File: src/rtl/mag_comp_seq.sv
`default_nettype none
// ============================================================================
// Module   : mag_comp_seq
// Purpose  : Multi-cycle unsigned magnitude comparator. A single 4-bit
//            equal/greater slice is stepped over the latched operands, most
//            significant nibble first, so a wide compare needs no wide
//            combinational cone. Start/busy/done handshake; the result is
//            reported as one-hot eq / a_gt / b_gt.
// Revision : 1.0 - initial release
// ----------------------------------------------------------------------------
// Parameters
//   WIDTH    operand width in bits (multiple of 4, >= 4), default 16
//   NIBBLES  derived: WIDTH/4, number of compare steps
// Ports
//   clk    in   1      rising-edge clock
//   rst    in   1      synchronous active-high reset
//   start  in   1      compare request, accepted when busy=0 (IDLE or FIN)
//   a      in   WIDTH  operand A, captured on an accepted start
//   b      in   WIDTH  operand B, captured on an accepted start
//   busy   out  1      compare in progress (CMP state)
//   done   out  1      one-cycle pulse, result valid in this cycle
//   eq     out  1      A == B, held until the next accepted start
//   a_gt   out  1      A >  B, held until the next accepted start
//   b_gt   out  1      B >  A, held until the next accepted start
// Build option
//   MAG_COMP_SEQ_EARLY_EXIT_EN : when defined, the scan stops at the first
//   unequal nibble (data-dependent latency). When undefined, all NIBBLES
//   steps are always taken (fixed latency). Results are identical.
// ============================================================================
module mag_comp_seq #(
  parameter int WIDTH = 16
) (
  input  logic             clk,
  input  logic             rst,
  input  logic             start,
  input  logic [WIDTH-1:0] a,
  input  logic [WIDTH-1:0] b,
  output logic             busy,
  output logic             done,
  output logic             eq,
  output logic             a_gt,
  output logic             b_gt
);

  localparam int NIBBLES = WIDTH / 4;
  // Keep the index at least one bit wide so a single-nibble build is legal.
  localparam int IDX_W   = (NIBBLES > 1) ? $clog2(NIBBLES) : 1;

  typedef enum logic [1:0] {
    S_IDLE = 2'd0,
    S_CMP  = 2'd1,
    S_FIN  = 2'd2
  } state_t;

  state_t               state_q, state_d;
  logic [WIDTH-1:0]     a_q, a_d;
  logic [WIDTH-1:0]     b_q, b_d;
  logic [IDX_W-1:0]     idx_q, idx_d;
  logic                 eq_q, eq_d;
  logic                 a_gt_q, a_gt_d;
  logic                 b_gt_q, b_gt_d;

  logic [3:0]           w_a_nib;
  logic [3:0]           w_b_nib;
  logic                 w_decided;
  logic                 w_last;
  logic                 w_exit;
  logic                 w_accept;

  // The operand registers are shifted left one nibble per compare step, so
  // the nibble selected by idx always sits in the top four bits. This keeps
  // the slice mux out of the datapath entirely.
  assign w_a_nib   = a_q[WIDTH-1 -: 4];
  assign w_b_nib   = b_q[WIDTH-1 -: 4];

  // Once a_gt or b_gt is set the decision is frozen for the rest of the scan.
  assign w_decided = a_gt_q | b_gt_q;
  assign w_last    = (idx_q == '0);

`ifdef MAG_COMP_SEQ_EARLY_EXIT_EN
  logic w_diff;
  // With early exit the scan ends on the first unequal nibble, so a frozen
  // decision is never seen inside CMP; w_decided only guards the full scan.
  assign w_diff = (w_a_nib != w_b_nib) && !w_decided;
  assign w_exit = w_last || w_diff;
`else
  assign w_exit = w_last;
`endif

  // A start is honoured whenever no compare is running, which includes the
  // FIN cycle so back-to-back compares lose no cycle.
  assign w_accept = start && (state_q != S_CMP);

  always_comb begin
    state_d = state_q;
    a_d     = a_q;
    b_d     = b_q;
    idx_d   = idx_q;
    eq_d    = eq_q;
    a_gt_d  = a_gt_q;
    b_gt_d  = b_gt_q;

    case (state_q)
      S_IDLE: begin
        state_d = S_IDLE;
      end

      S_CMP: begin
        if (!w_decided) begin
          if (w_a_nib > w_b_nib) begin
            a_gt_d = 1'b1;
          end else if (w_b_nib > w_a_nib) begin
            b_gt_d = 1'b1;
          end
        end

        a_d = a_q << 4;
        b_d = b_q << 4;

        if (w_exit) begin
          // eq is resolved as the scan leaves CMP so all three flags are
          // already valid in the FIN (done) cycle.
          state_d = S_FIN;
          eq_d    = ~(a_gt_d | b_gt_d);
        end else begin
          idx_d   = idx_q - IDX_W'(1);
        end
      end

      S_FIN: begin
        state_d = S_IDLE;
      end

      default: begin
        state_d = S_IDLE;
      end
    endcase

    // Accepting a new compare overrides whatever IDLE/FIN would have done.
    if (w_accept) begin
      state_d = S_CMP;
      a_d     = a;
      b_d     = b;
      idx_d   = IDX_W'(NIBBLES - 1);
      eq_d    = 1'b0;
      a_gt_d  = 1'b0;
      b_gt_d  = 1'b0;
    end
  end

  always_ff @(posedge clk) begin
    if (rst) begin
      state_q <= S_IDLE;
      a_q     <= '0;
      b_q     <= '0;
      idx_q   <= '0;
      eq_q    <= 1'b0;
      a_gt_q  <= 1'b0;
      b_gt_q  <= 1'b0;
    end else begin
      state_q <= state_d;
      a_q     <= a_d;
      b_q     <= b_d;
      idx_q   <= idx_d;
      eq_q    <= eq_d;
      a_gt_q  <= a_gt_d;
      b_gt_q  <= b_gt_d;
    end
  end

  assign busy = (state_q == S_CMP);
  assign done = (state_q == S_FIN);
  assign eq   = eq_q;
  assign a_gt = a_gt_q;
  assign b_gt = b_gt_q;

endmodule
`default_nettype wire
File: config.mk
export PLATFORM = sky130hd
export DESIGN_NAME = mag_comp_seq
export DESIGN_NICKNAME = d
export VERILOG_FILES = /design/src/rtl/mag_comp_seq.sv
export SDC_FILE = /design/constraint.sdc
export NUM_CORES = 1
export LEC_CHECK = 0
export CAP_MARGIN = 15
export CORE_MARGIN = 1
export CORE_UTILIZATION = 35
export CTS_BUF_LIST = sky130_fd_sc_hd__clkbuf_4 sky130_fd_sc_hd__clkbuf_8 sky130_fd_sc_hd__clkbuf_16
export DETAILED_ROUTE_END_ITERATION = 10
export GPL_ROUTABILITY_DRIVEN = 0
export PLACE_DENSITY = 0.62
export SYNTH_ARGS = -nofsm -noshare
export SYNTH_HDL_FRONTEND = slang
export SYNTH_SLANG_ARGS = --single-unit
File: constraint.sdc
create_clock -name clk -period 1.8 [get_ports clk]
set_input_delay 0.18 -clock clk [delete_from_list [all_inputs] [get_ports clk]]
set_output_delay 0.18 -clock clk [all_outputs]
set_load 0.03 [all_outputs]
After elaboration in Yosys (flattened, before gate mapping)
Index checks and enable logic that the tools add are counted.
{"block": "word_totals", "output_inout_bits": 5, "wordCells": 44, "input_bits": 35, "register_bits": 39}
{"block": "classes", "eq_ne": 5, "bitwise": 4, "n_reduce_logical": 7, "n_lt_le_gt_ge": 2, "muxes": 17, "addsub": 1}
{"operator": "$mux 16", "n": 4}
{"operator": "$mux 1", "n": 10}
{"operator": "$gt 4x4->1", "n": 2}
{"operator": "$mux 2", "n": 3}
{"operator": "$ne 2x1->1 const B", "n": 2}
{"operator": "$reduce_and 2->1", "n": 2}
{"operator": "$ne 3x1->1 const B", "n": 1}
{"operator": "$reduce_or 3->1", "n": 1}
{"operator": "$eq 2x1->1 const B", "n": 1}
{"operator": "$eq 2x2->1 const B", "n": 1}
{"operator": "$logic_not 2->1", "n": 1}
{"operator": "$not 1->1", "n": 2}
{"operator": "$or 1x1->1", "n": 2}
{"operator": "$reduce_bool 2->1", "n": 1}
{"operator": "$reduce_or 2->1", "n": 1}
{"operator": "$sub 2x1->2 const B", "n": 1}
{"operator": "$logic_and 1x1->1", "n": 1}

Depth between registers and ports, before layout
{"block": "logic_depth", "word_depth": 7, "ltp_mapped": 6, "mapped_depth_nobuf": 6}

Worst setup path before layout
No wires, ideal clock.
{"block": "synth_path", "kind": "reg2reg", "start": "reg a_q[13]", "end": "reg b_gt_q, in the netlist b_gt", "synth_period_minus_slack_ps": 1252, "setup_slack_ps": 548, "path_stages_with_launch": 6, "t_arrival_ps": 1135, "required_ps": 1683, "path_buffers": 0, "setup_ps": 117, "path_cell_list": "dfxtp_1 inv_1 ha_1 a21oi_1 o21ai_0 a32o_1"}
{"block": "synth_between", "elab_chain_len": 5, "word_cells_on_any_way": 6, "classes_between": "2 x order compare; 4 x mux"}
{"item": "start, declared", "line": "56", "text": "logic [WIDTH-1:0] a_q, a_d;"}
{"item": "start signal, assigned", "line": "154", "text": "a_q <= '0;"}
{"item": "start signal, assigned", "line": "162", "text": "a_q <= a_d;"}
{"item": "$gt 4x4->1", "line": "112", "text": "end else if (w_b_nib > w_a_nib) begin"}
{"item": "$mux 1", "line": "112"}
{"item": "$mux 1 *", "line": "110", "text": "if (w_a_nib > w_b_nib) begin"}
{"item": "$mux 1 *", "line": "109", "text": "if (!w_decided) begin"}
{"item": "$mux 1 *", "line": "103", "text": "case (state_q)"}
{"item": "end signal, assigned", "line": "167", "text": "b_gt_q <= b_gt_d;"}
{"item": "end, declared", "line": "61", "text": "logic b_gt_q, b_gt_d;"}
Mark *: on every way between the ends. The rest lies on a longest branch, timed or not. The select of a mux whose other input is x is not followed.
A chain may end at the register's enable or synchronous reset.

Worst setup path in the final report
{"block": "layout_path", "start": "reg state_q[1]", "end": "out busy"}
{"block": "layout_between", "elab_chain_len": 1}
{"item": "start, declared", "line": "55", "text": "state_t state_q, state_d;"}
{"item": "start signal, assigned", "line": "161", "text": "state_q <= state_d;"}
{"item": "$eq 2x1->1", "line": "171", "text": "assign busy = (state_q == S_CMP);"}
{"item": "end, declared", "line": "38", "text": "output logic busy,"}
No other way between the ends.

==> results.md <==
* Hold_buf cts at 0
* Post CTS Setup Buffer Count at 0
* CP endpoint kind: output pin
* Layout fillers at between 500 and 600
* Vias at ~1,300
* WL per Instance at about 12 um
* Initial core utilization at a little under two fifths
* Initial antenna violation count at 0
* Fmax at 601 MHz
* Data arrival, critical path at between 1 and 1.5 ns
* Peak supply drop at 0.000346 V
* Leakage power at approximately 1 nW
* Grt ovf at 0
* Power Internal at approximately 0.0015 W
* Largest net degree at the start of global routing at 56
* Maxcap violations at 0
* Sequential element share of the synthesized area at about two fifths
* Core ar. at slightly above 5000 sq um
* CP Class: flip-flop to output pin
* Site Rows at 26
* Initial DRC count at 94
* Root buffer cell: clkbuf_8
* YS warnings at 0
* NetSw at between 0.0005 and 0.0006 W
* H-tree depth at 2
* CTS sink count at 39
* Asr flop ratio synth at 0%
* Die extent in x at around 76 um
* Post-Syn Nets at roughly 220
* DP Cell Count at approximately 280
* Switching fraction of total power at a little over a quarter
* Placed wire-length estimate at ~2.4 mm
* RSZ-0062 raised after global routing: no
* Via density at 4.56
* CTS resizes at 0
* Diodes inserted at 0
* Final Setup Violations at 0
* Min Tclk post-route at approximately 1.7 ns
* Pre-antenna DRT Iters at 4
* Reg clk slew, reported paths at roughly 0.07 ns
* Worst Path Max Fanout at 3
* Slew @ Worst Pin at ~0.44 ns
* Vias in the first global route at approximately 1,200
* Post-synth cell types at 31
* Fin nets at 258
* WP data required at 1.62 ns
* Die footprint at roughly 5800 sq um
* Clock latency on the worst-skew pair at approximately 0.28 ns
* Pins over their slew limit at 0
* Hold WC Path Type: input pin to flip-flop
* Ys flop type: dfxtp_1
* First-pass GRT wire length at slightly below 6 mm
* CTS tree: built
* Post-Syn Area at 1910 sq um
* Clk buf depth at 2
* EDFF count, synth at 0
* Combinational cell fraction of total power at 22.5%
* Area growth, synth to finish at 26.4%
* Yosys reg bits at 39
* Total Routing Usage GR at 13.1%
* IO Port Bufs at 39
* Clk_skew at around 0.0028 ns
* Setup TNS at 0 ns
* Status: finished clean
* Detail Route Antenna Nets at 0
* Final Cycle Share at around 92%
* Remaining DRCs at 0
* CP startpoint kind: flip-flop
* Post-synthesis instance total at between 150 and 200
* Top Ports at 40
* Power per cell area at 841 nW/um^2
* Flop pwr share at between 40% and 50%
* CTS Buf Count at 5
* Max_slew headroom at 70.7%
* WL final at between 3 and 4 mm
* Avg Cell Area, Syn at about 11 sq um
* Fin. Hold Viols at 0
* Share of layout cells above drive strength 1 at about a fifth
* Non-filler instance count after layout at 289
* Clock power share at 29.0%
* Die height at 75.9 um
==> sequential cells by signal, indices dropped and copies added, names as in the netlist <==
| name | count |
|---|---|
| idx_q | 2 |
| b_q | 16 |
| eq | 1 |
| a_q | 16 |
| state_q | 2 |
| b_gt | 1 |
| a_gt | 1 |
==> Yosys cell counts, types with 2 or more instances <==
master    number  share of area [%]
a21oi_2        2               0.92
nand2_1        4               0.78
a211oi_2      23                 15
inv_1          7                1.4
buf_6          6                3.5
buf_2          4                1.0
nor2_1        35                6.9
a21oi_1        2               0.52
ha_1           5                3.3
mux2i_1       32                 17
buf_4          3                1.2
dfxtp_1       39                 41
==> critical path, stage by stage, from the launching register on <==
cell and delay [ns]:
dfxtp_1 0.33, nand2b_4 0.16, clkinv_1 0.06, clkdlybuf4s50_1 0.66
==> cell type report <==
class	instances	area, sq um	area share, %
Multi-Input combinational cell	120	988	40.9
Sequential cell	39	781	32.3
Timing Repair Buffer	44	443	18.3
Tap cell	70	87.6	3.62
Clock buffer	7	83.8	3.47
Inverter	8	30.0	1.24
Clock inverter	1	5.00	0.207
==> layer usage <==
layer	track usage (%)	part of all wire, %	vias up
li1	-	-	710
met1	18.4	51	569
met2	18.1	42	32
met3	3.49	4.6	8
met4	6.92	2.2	0
met5	0	0	-
==> cell families (layout without fill, tap and decap cells) <==
kind of cell / count (synthesis) / count (layout) / share of synthesized area, %
buf+inv: 22 / 60 / 7.52
fa+ha+maj: 5 / 5 / 3.27
simple gates: 49 / 49 / 11.6
flops: 39 / 39 / 40.8
mux: 33 / 33 / 17.3
compound gates: 33 / 33 / 19.4
==> cells in the final DEF, fill, tap and decap left out, types with 2 or more instances in the layout <==
master / instances
ha_1: 5
buf_2: 2
buf_4: 3
mux2i_1: 32
dfxtp_1: 39
clkbuf_8: 5
a21oi_1: 2
nand2_1: 4
a21oi_2: 2
clkdlybuf4s50_1: 37
inv_1: 7
a211oi_2: 23
buf_12: 2
nor2_1: 35
clkbuf_4: 2
==> power by group through the flow <==
stage               registers [W]  clock network, W  logic [W]
floorplan                 0.00101                 0   0.000328
global placement          0.00101                 0   0.000458
detailed placement        0.00101                 0   0.000462
CTS                      0.000987          0.000619   0.000464
global route             0.000998          0.000660   0.000508
finish                   0.000986          0.000589   0.000458
==> stage by stage <==
step                      hold WS (ns)  total power (W)  setup slack [ns]  utilization (%)  cell area, sq um
after global placement           0.477          0.00146             0.458             45.0              2330
after detailed placement         0.482          0.00147             0.428             45.0              2330
after floorplan                  0.327          0.00133             0.548                -              1910
final                            0.207          0.00203             0.136             46.8              2420
after global routing             0.213          0.00217            0.0666             46.8              2420
after CTS                        0.192          0.00207             0.116             46.8              2420
==> worst paths after layout <==
kind / start / end / slack [ns] / cells past startpoint
hold / removal: rst / a_gt / 0.21 / 2
setup reg to reg: state_q[1] / eq / 0.42 / 5
setup / recovery: state_q[1] / busy / 0.14 / 3
hold reg to reg: idx_q[1] / idx_q[1] / 0.49 / 2
No activity file was read; power rests on OpenSTA's default activity.
